==> src/rtl/frame_interp_scheduler_pkg.sv <==
`default_nettype none
// ============================================================================
// Module   : frame_interp_scheduler_pkg
// Purpose  : Chunk data types, tags and scheduler states shared by the block.
// Revision : 1.0
// ============================================================================
package frame_interp_scheduler_pkg;

    localparam int INPUT_CELL_SIZE = 8;
    localparam int CHUNK_SIZE      = 4;

    typedef logic [CHUNK_SIZE-1:0][INPUT_CELL_SIZE-1:0] chunk_input;

    typedef struct packed {
        logic sof;
        logic eol;
        logic interp;
    } chunk_tag_t;

    typedef enum logic [1:0] {
        IDLE   = 2'd0,
        INTERP = 2'd1,
        PASS   = 2'd2,
        DONE   = 2'd3
    } sched_state_t;

endpackage
`default_nettype wire

==> src/rtl/chunk_out_fifo.sv <==
`default_nettype none
// ============================================================================
// Module   : chunk_out_fifo
// Purpose  : Two-entry tagged output FIFO; count feeds the read credit check.
// Revision : 1.0
// ============================================================================
module chunk_out_fifo
    import frame_interp_scheduler_pkg::*;
(
    input  logic       clk,
    input  logic       reset_n,
    input  logic       i_push,
    input  chunk_input i_data,
    input  chunk_tag_t i_tag,
    input  logic       i_pop,
    output chunk_input o_data,
    output chunk_tag_t o_tag,
    output logic       o_valid,
    output logic [1:0] o_count
);

    typedef struct packed {
        chunk_input data;
        chunk_tag_t tag;
    } entry_t;

    entry_t     r_head;
    entry_t     r_tail;
    logic [1:0] r_count;
    entry_t     w_in;

    assign w_in = '{data: i_data, tag: i_tag};

    always_ff @(posedge clk) begin
        if (!reset_n) begin
            r_head  <= '0;
            r_tail  <= '0;
            r_count <= 2'd0;
        end else begin
            case (r_count)
                2'd0: begin
                    if (i_push) begin
                        r_head  <= w_in;
                        r_count <= 2'd1;
                    end
                end
                2'd1: begin
                    case ({i_push, i_pop})
                        2'b10: begin
                            r_tail  <= w_in;
                            r_count <= 2'd2;
                        end
                        2'b01:   r_count <= 2'd0;
                        2'b11:   r_head  <= w_in;
                        default: r_count <= 2'd1;
                    endcase
                end
                2'd2: begin
                    if (i_pop) begin
                        r_head <= r_tail;
                        if (i_push) begin
                            r_tail <= w_in;
                        end else begin
                            r_count <= 2'd1;
                        end
                    end
                end
                default: r_count <= 2'd0;
            endcase
        end
    end

    assign o_data  = r_head.data;
    assign o_tag   = r_head.tag;
    assign o_valid = (r_count != 2'd0);
    assign o_count = r_count;

endmodule
`default_nettype wire

==> src/rtl/frame_interp_scheduler.sv <==
`default_nettype none
// ============================================================================
// Module   : frame_interp_scheduler
// Purpose  : Emits interpolated then passthrough frame from two frame buffers.
// Revision : 1.0
// ============================================================================
module frame_interp_scheduler
    import frame_interp_scheduler_pkg::*;
#(
    parameter int CHUNKS_PER_LINE = 40,
    parameter int LINES_PER_FRAME = 720,
    parameter int ADDR_W          = 16
) (
    input  logic              clk,
    input  logic              reset_n,
    input  logic              frame_ready,
    output logic              rd_en,
    output logic [ADDR_W-1:0] rd_addr,
    input  chunk_input        rd_last_data,
    input  chunk_input        rd_cur_data,
    output chunk_input        avg_last,
    output chunk_input        avg_cur,
    input  chunk_input        avg_result,
    output chunk_input        out_data,
    output logic              out_valid,
    input  logic              out_ready,
    output logic              out_sof,
    output logic              out_eol,
    output logic              out_interp,
    output logic              frame_swap,
    output logic              busy,
    output logic              overrun
);

    localparam int                  c_FRAME_CHUNKS = CHUNKS_PER_LINE * LINES_PER_FRAME;
    localparam int                  c_COL_W        = (CHUNKS_PER_LINE > 1) ? $clog2(CHUNKS_PER_LINE) : 1;
    localparam logic [ADDR_W-1:0]   c_LAST_ADDR    = ADDR_W'(c_FRAME_CHUNKS - 1);
    localparam logic [c_COL_W-1:0]  c_LAST_COL     = c_COL_W'(CHUNKS_PER_LINE - 1);

    sched_state_t        r_state;
    sched_state_t        w_state_nxt;
    logic                r_have_last;
    logic                r_pending;
    logic                r_overrun;
    logic                r_sweep_done;
    logic [ADDR_W-1:0]   r_addr;
    logic [c_COL_W-1:0]  r_col;
    logic                r_rd_pend;
    chunk_tag_t          r_rd_tag;
    logic                r_s1_valid;
    chunk_tag_t          r_s1_tag;
    chunk_input          r_avg_last;
    chunk_input          r_avg_cur;

    logic                w_pop;
    logic                w_push;
    logic [1:0]          w_fifo_count;
    logic [1:0]          w_occ;
    logic                w_credit;
    logic                w_last_addr;
    logic                w_drained;
    chunk_tag_t          w_rd_tag;
    chunk_tag_t          w_out_tag;
    chunk_input          w_push_data;

    // Occupancy is counted after this cycle's pop; the averager register stage
    // can hold one word while the FIFO is full, so reads may run back to back.
    assign w_pop       = out_valid & out_ready;
    assign w_occ       = w_fifo_count - {1'b0, w_pop};
    assign w_credit    = ({1'b0, w_occ} + {2'b00, r_rd_pend}) < 3'd2;
    assign w_push      = r_s1_valid & ((w_fifo_count != 2'd2) | w_pop);
    assign w_drained   = ~r_rd_pend & ~r_s1_valid & (w_fifo_count == 2'd0);
    assign w_last_addr = (r_addr == c_LAST_ADDR);
    assign w_rd_tag    = '{sof: (r_addr == '0), eol: (r_col == c_LAST_COL), interp: (r_state == INTERP)};
    assign w_push_data = r_s1_tag.interp ? avg_result : r_avg_cur;

    always_comb begin
        w_state_nxt = r_state;
        rd_en       = 1'b0;
        case (r_state)
            IDLE: begin
                if (r_pending || frame_ready) begin
                    w_state_nxt = r_have_last ? INTERP : PASS;
                end
            end
            INTERP: begin
                rd_en = w_credit;
                if (w_credit && w_last_addr) begin
                    w_state_nxt = PASS;
                end
            end
            PASS: begin
                rd_en = w_credit & ~r_sweep_done;
                if (r_sweep_done && w_drained) begin
                    w_state_nxt = DONE;
                end
            end
            DONE:    w_state_nxt = IDLE;
            default: w_state_nxt = IDLE;
        endcase
    end

    always_ff @(posedge clk) begin
        if (!reset_n) begin
            r_state      <= IDLE;
            r_have_last  <= 1'b0;
            r_pending    <= 1'b0;
            r_overrun    <= 1'b0;
            r_sweep_done <= 1'b0;
            r_addr       <= '0;
            r_col        <= '0;
        end else begin
            r_state <= w_state_nxt;
            // A request arriving in the same cycle a pending one is consumed stays queued.
            if (r_state == IDLE) begin
                r_pending <= r_pending & frame_ready;
            end else if (frame_ready) begin
                if (r_pending) begin
                    r_overrun <= 1'b1;
                end
                r_pending <= 1'b1;
            end
            if (r_state == DONE) begin
                r_have_last  <= 1'b1;
                r_sweep_done <= 1'b0;
            end else if ((r_state == PASS) && rd_en && w_last_addr) begin
                r_sweep_done <= 1'b1;
            end
            if (rd_en) begin
                if (w_last_addr) begin
                    r_addr <= '0;
                    r_col  <= '0;
                end else begin
                    r_addr <= r_addr + ADDR_W'(1);
                    r_col  <= (r_col == c_LAST_COL) ? '0 : r_col + c_COL_W'(1);
                end
            end
        end
    end

    always_ff @(posedge clk) begin
        if (!reset_n) begin
            r_rd_pend  <= 1'b0;
            r_rd_tag   <= '0;
            r_s1_valid <= 1'b0;
            r_s1_tag   <= '0;
            r_avg_last <= '0;
            r_avg_cur  <= '0;
        end else begin
            r_rd_pend <= rd_en;
            r_rd_tag  <= w_rd_tag;
            if (r_rd_pend) begin
                r_avg_last <= rd_last_data;
                r_avg_cur  <= rd_cur_data;
                r_s1_tag   <= r_rd_tag;
                r_s1_valid <= 1'b1;
            end else if (w_push) begin
                r_s1_valid <= 1'b0;
            end
        end
    end

    chunk_out_fifo u_out_fifo (
        .clk     (clk),
        .reset_n (reset_n),
        .i_push  (w_push),
        .i_data  (w_push_data),
        .i_tag   (r_s1_tag),
        .i_pop   (w_pop),
        .o_data  (out_data),
        .o_tag   (w_out_tag),
        .o_valid (out_valid),
        .o_count (w_fifo_count)
    );

    assign rd_addr    = r_addr;
    assign avg_last   = r_avg_last;
    assign avg_cur    = r_avg_cur;
    assign out_sof    = w_out_tag.sof;
    assign out_eol    = w_out_tag.eol;
    assign out_interp = w_out_tag.interp;
    assign frame_swap = (r_state == DONE);
    assign busy       = (r_state != IDLE);
    assign overrun    = r_overrun;

endmodule
`default_nettype wire

==> config.mk <==
export PLATFORM = sky130hd
export DESIGN_NAME = frame_interp_scheduler
export DESIGN_NICKNAME = d
export VERILOG_FILES = /design/src/rtl/frame_interp_scheduler_pkg.sv /design/src/rtl/chunk_out_fifo.sv /design/src/rtl/frame_interp_scheduler.sv
export SDC_FILE = /design/constraint.sdc
export NUM_CORES = 1
export LEC_CHECK = 0
export CORE_MARGIN = 3
export CORE_UTILIZATION = 30
export CTS_CLUSTER_DIAMETER = 60
export DETAILED_ROUTE_END_ITERATION = 8
export PLACE_DENSITY = 0.57
export SETUP_SLACK_MARGIN = 0.2
export SLEW_MARGIN = 10
export SYNTH_ARGS = -nofsm -noshare
export SYNTH_HDL_FRONTEND = slang
export SYNTH_SLANG_ARGS = --single-unit
export TNS_END_PERCENT = 50
==> constraint.sdc <==
create_clock -name clk -period 2.5 [get_ports clk]
set_clock_uncertainty 0.05 [all_clocks]
set_input_delay 0.5 -clock clk [delete_from_list [all_inputs] [get_ports clk]]
set_output_delay 0.5 -clock clk [all_outputs]
set_load 0.1 [all_outputs]
# Word-level counts from Yosys, hierarchy flattened
# Cells that the tools add are included.
# totals
register_bits	172
inputBits	100
out_inout_bits	120
wordCells	122
# op_classes
n_addsub	4
magnitude_cmp	1
n_eq_ne	21
muxes	26
bitwise_logic	12
reduce_logical	20
# ops
cell	count
35-bit two-way mux	5
35-bit one-hot mux with 3 select lines	1
35-bit one-hot mux with 2 select lines	1
32-bit two-way mux	1
16-bit by 1-bit adder with 16-bit output (second input constant)	1
16-bit by 15-bit equality test with 1-bit output (second input constant)	1
16-bit zero test	1
16-bit two-way mux	1
2-bit two-way mux	7
6-bit two-way mux	2
2-bit by 1-bit inequality test with 1-bit output (second input constant)	6
2-bit one-hot mux with 3 select lines	2
4-bit AND reduction	3
2-bit equality test (second input constant)	5
2-bit inequality test (second input constant)	5
2-bit nonzero test	5
2-bit one-hot mux with 4 select lines	1
6-bit by 1-bit adder with 6-bit output (second input constant)	1
1-bit AND	6
2-bit by 1-bit equality test with 1-bit output (second input constant)	3
6-bit equality test (second input constant)	1
3-bit AND reduction	2
1-bit NOT	5
1-bit logical AND	4
10 further kinds	14

# Longest topological paths before layout
# depth
depth_word	9
ltp_mapped	11
mapped_depth_nobuf	8

# Cells and area by module
# A second synthesis with hierarchy kept.
# unflattened
cells_unflattened	823
area_unflattened_um2	7868.8
# modules_own_cells
module	instances	cells_per_inst	area_per_inst_um2	seq_area_each_um2
frame_interp_scheduler	1	475	4486.8	2001.9
chunk_out_fifo	1	348	3382.0	1441.4

# Least setup slack after synthesis
# No wires, ideal clock.
# synth_path
kind	register -> register
start	register r_addr[0] (netlist: rd_addr[0])
end	register r_col[2]
setup_ns	0.117
t_arrival_ns	2.471
required_ns	2.333
slack_ns	-0.139
path_stages_with_launch	8
n_path_buf	2
synth_period_minus_slack_ns	2.639
cell_sequence	dfxtp_1 -> ha_1 -> nor4bb_1 -> nand4_1 -> clkbuf_1 -> o21ai_1 -> buf_2 -> nor2_1
# synth_via
elab_chain_cells	2
# synth_lines
item	line	text
start: declaration	frame_interp_scheduler.sv:46	logic [ADDR_W-1:0] r_addr;
start signal: assignment	frame_interp_scheduler.sv:134	r_addr <= r_addr + ADDR_W'(1);
16-bit by 15-bit equality test with 1-bit output	frame_interp_scheduler.sv:73	assign w_last_addr = (r_addr == c_LAST_ADDR);
6-bit two-way mux	frame_interp_scheduler.sv:130	if (w_last_addr) begin
end signal: assignment	frame_interp_scheduler.sv:135	r_col <= (r_col == c_LAST_COL) ? '0 : r_col + c_COL_W'(1);
end: declaration	frame_interp_scheduler.sv:47	logic [c_COL_W-1:0] r_col;
# Every way passes these cells.
# A chain may end at the register's enable or synchronous reset.

# Worst setup path after layout
# layout_path
start	register r_state[0]
end	output rd_en
# layout_via
elab_chain_cells	2
word_cells_on_any_way	3
classes_between	eq/ne (2); mux (1)
# layout_lines
item	line	text
start: declaration	frame_interp_scheduler.sv:40	sched_state_t r_state;
start signal: assignment	frame_interp_scheduler.sv:113	r_state <= w_state_nxt;
2-bit equality test or 2-bit by 1-bit equality test with 1-bit output (tied branches)	frame_interp_scheduler.sv:80	case (r_state)
1-bit one-hot mux with 2 select lines (*)	frame_interp_scheduler.sv:80	
end: declaration	frame_interp_scheduler.sv:17	output logic rd_en,
# Mark *: on every way between the ends. The rest lies on a longest branch, timed or not.

==> flow_metrics.py <==
metrics = {
    "yosys": {
        "ys_types": 48,
        "synth.avg_cell_area_um2": 9.07,
        "async_reset_ff_share_pct": 0,
        "seq_area_frac_synth_pct": 47.9,
        "syn-num-nets": 900,
        "synth_warnings": 0,
        "synthMostInstantiatedCell": "dfxtp_1",
        "synth-edff-count": 0,
        "ys.flop_type": "dfxtp_1",
        "synthTopCellsByCount": "172 x dfxtp_1, 127 x nor2_1, 108 x mux2i_1",
        "yosys.area.top_type": "dfxtp_1",
        "synth-seq-cells": 172,
        "synth.area.top_cells": "dfxtp_1 48%, mux2i_1 15%, nor2_1 6.6%, nand2_1 4.4%, a21oi_1 4.0%",
        "synth_top_area_share_pct": 47.9,
        "synth_cells": 792,
        "netlist_area_um2": 7180,
    },
    "clocking": {
        "cts_root_buf": "clkbuf_16",
        "clock_sinks": 172,
        "cts_buffers": 17,
        "cts_tree": "built",
        "htree_levels": 4,
        "worstSkewPairLatency_ns": 0.43,
        "clk_pin_slew_worst_paths_ns": 0.08,
        "cts_buffer_depth": 2,
    },
    "cells_and_area": {
        "n_fill_cell": 2302,
        "final_cells": 1329,
        "area_growth_pct": 42.6,
        "final_nets": 1111,
        "drive_above_1_share_pct": 21.5,
        "antenna_cells": 0,
    },
    "routing": {
        "wl_per_cell_um": 15.1,
        "firstDrtPassIters": 4,
        "viasPerCell": 4.76,
        "drtIter0Drc": 349,
        "route.detailed.drc": 0,
        "detail-route-antenna-nets": 0,
        "wirelength_um": 20100,
        "vias": 6324,
    },
    "power": {
        "swShare_pct": 40.0,
        "leakage_uw": 0.00385,
        "pwr-share-clk_pct": 28.7,
        "power_density_nw_per_um2": 857,
        "pwr-share-comb_pct": 35.7,
        "p_switching_uw": 3510,
        "max-vdd-ir-drop_mv": 0.493,
        "p_seq_share_pct": 35.6,
        "internal-power_uw": 5270,
    },
    "floorplan": {
        "die-area_um2": 25800,
        "die_w_um": 161,
        "rows": 55,
        "die-height_um": 161,
        "core_area_um2": 23100,
        "start_util_pct": 31.2,
        "boundaryPins": 220,
    },
    "timing": {
        "max_freq_ghz": 0.452,
        "tightestPinTransition_ns": 0.608,
        "final.period_utilization_pct": 88.5,
        "setup_viol": 0,
        "rsz0062_at_grt": "false",
        "maxSlewViolCount": 0,
        "hold_viol_final": 0,
        "tns_ns": 0,
        "post-route-min-period_ns": 2.21,
        "slew_headroom_pct": 59.5,
    },
    "place": {
        "placed_cells": 1293,
        "place_hpwl_um": 13900,
        "io_buffer_count": 219,
        "gp_congestion": 0.741,
    },
    "grt": {
        "grt_use_total_pct": 15.2,
        "grt_overflow": 0,
        "grt_pass1_wl_um": 32300,
        "grt_use_met3_pct": 4.08,
        "busiest_layer": "met2",
        "grt_pass1_vias": 5950,
        "grt_util_met2_pct": 24.6,
        "gr-usage-met1_pct": 19.9,
        "antenna_found_initial": 0,
        "grt_max_degree": 78,
    },
    "min_path": {
        "worstHoldPathType": "reg -> reg",
    },
    "setup_path": {
        "crit_arrival_ns": 1.66,
        "cp-end-kind": "primary output",
        "crit_path_start_kind": "flop",
        "worst_ep_required_time_ns": 1.95,
        "crit_fanout": 4,
        "critPathKind": "reg -> out",
    },
    "outcome": {
        "status": "finished clean",
    },
    "flow_run": {
        "maxCapViolations": 0,
    },
}
-- cell type report --
type,count,area [um2],area share [%]
clock inverters,14,124,1.21
flip-flops and latches,172,3470,33.9
well taps,313,392,3.82
multi-input cells,546,3520,34.3
inverters,14,62.6,0.611
repair buffers,252,2250,22.0
clock buffers,18,429,4.19
-- path summary, 6_finish.rpt --
| kind | from | to | slack [ns] | cells after the start |
|---|---|---|---|---|
| worst max-delay path | r_state[0] | rd_en | 0.29 | 8 |
| worst min-delay path | u_out_fifo.o_data[16] | u_out_fifo.o_data[16] | 0.40 | 2 |
| worst max register to register | rd_addr[0] | r_state[0] | 0.47 | 6 |
| worst min register to register | u_out_fifo.o_data[16] | u_out_fifo.o_data[16] | 0.40 | 2 |
-- layer usage --
metal | share of wire [%] | up-vias
li1 | - | 3221
met5 | 0 | -
met4 | 1.4 | 0
met2 | 47 | 170
met1 | 46 | 2912
met3 | 6.1 | 21
-- stage by stage --
stage	instance area (um2)	setup WS (ns)	utilization, %	hold slack, ns	power [uW]
floorplan	7190	0.212	-	0.391	5360
global placement	9590	0.107	41.6	0.389	6210
detailed placement	9590	0.0558	41.6	0.395	6220
CTS	10200	0.208	44.3	0.403	8860
global route	10200	0.208	44.4	0.422	9220
finish	10200	0.289	44.4	0.400	8780
-- registers in the layout (all words and copies together) (netlist names) --
| signal | count |
|---|---|
| u_out_fifo.r_tail | 35 |
| avg_cur | 32 |
| avg_last | 32 |
| u_out_fifo.o_data | 32 |
| rd_addr | 16 |
| r_col | 6 |
| r_rd_tag | 3 |
| r_s1_tag | 3 |
| u_out_fifo.o_tag | 3 |
| r_state | 2 |
| u_out_fifo.o_count | 2 |
| overrun | 1 |
| r_have_last | 1 |
| r_pending | 1 |
| r_rd_pend | 1 |
| r_s1_valid | 1 |
| r_sweep_done | 1 |
-- critical path, stage by stage, from the launching register on --
cell and delay [ns]:
dfxtp_4 0.38, inv_4 0.08, ha_4 0.15, nand2b_4 0.07, nand2_4 0.08, nand4_4 0.11
buf_12 0.15, inv_4 0.05, buf_12 0.16
-- power by group through the flow --
stage	sequential, uW	clock (uW)	combinational (uW)
after floorplan	4230	0	1130
after global placement	3210	0	3000
after detailed placement	3210	0	3010
after CTS	3120	2600	3130
after global routing	3160	2750	3310
final	3130	2520	3130
-- cell families (layout without fill, tap and decap cells) --
| kind of cell | Yosys count | count (layout) | synth area share, % |
|---|---|---|---|
| buffers and inverters | 74 | 298 | 4.20 |
| DFF | 172 | 172 | 47.9 |
| muxes | 108 | 108 | 15.1 |
| adders and majority gates | 8 | 8 | 1.39 |
| and+or+nand+nor | 268 | 268 | 16.6 |
| AOI/OAI and AO/OA | 159 | 159 | 14.4 |
| xor gates and xnor gates | 3 | 3 | 0.366 |
-- placed cells by master (no fill, tap or decap), drive strengths merged, types with 8 or more instances in the layout --
| cell | synthesis | layout |
|---|---|---|
| dfxtp | 172 | 172 |
| buf | 19 | 153 |
| nor2 | 127 | 127 |
| mux2i | 108 | 108 |
| clkdlybuf4s50 | 0 | 98 |
| nand2 | 85 | 85 |
| a21oi | 59 | 59 |
| a211oi | 37 | 37 |
| o211ai | 32 | 32 |
| inv | 14 | 22 |
| clkbuf | 41 | 18 |
| o31ai | 13 | 13 |
| or4 | 11 | 11 |
| nand3 | 10 | 10 |
| ha | 8 | 8 |
-- repair_timing --
item	4_1_cts	5_1_grt
gates cloned	0	0
hold buffers	0	0
gates resized for setup	14	6
setup endpoints to repair	1	1
pin swaps	1	1
hold endpoints to repair	0	0
buffers inserted	4	0
(Power assumes the default switching activity.)
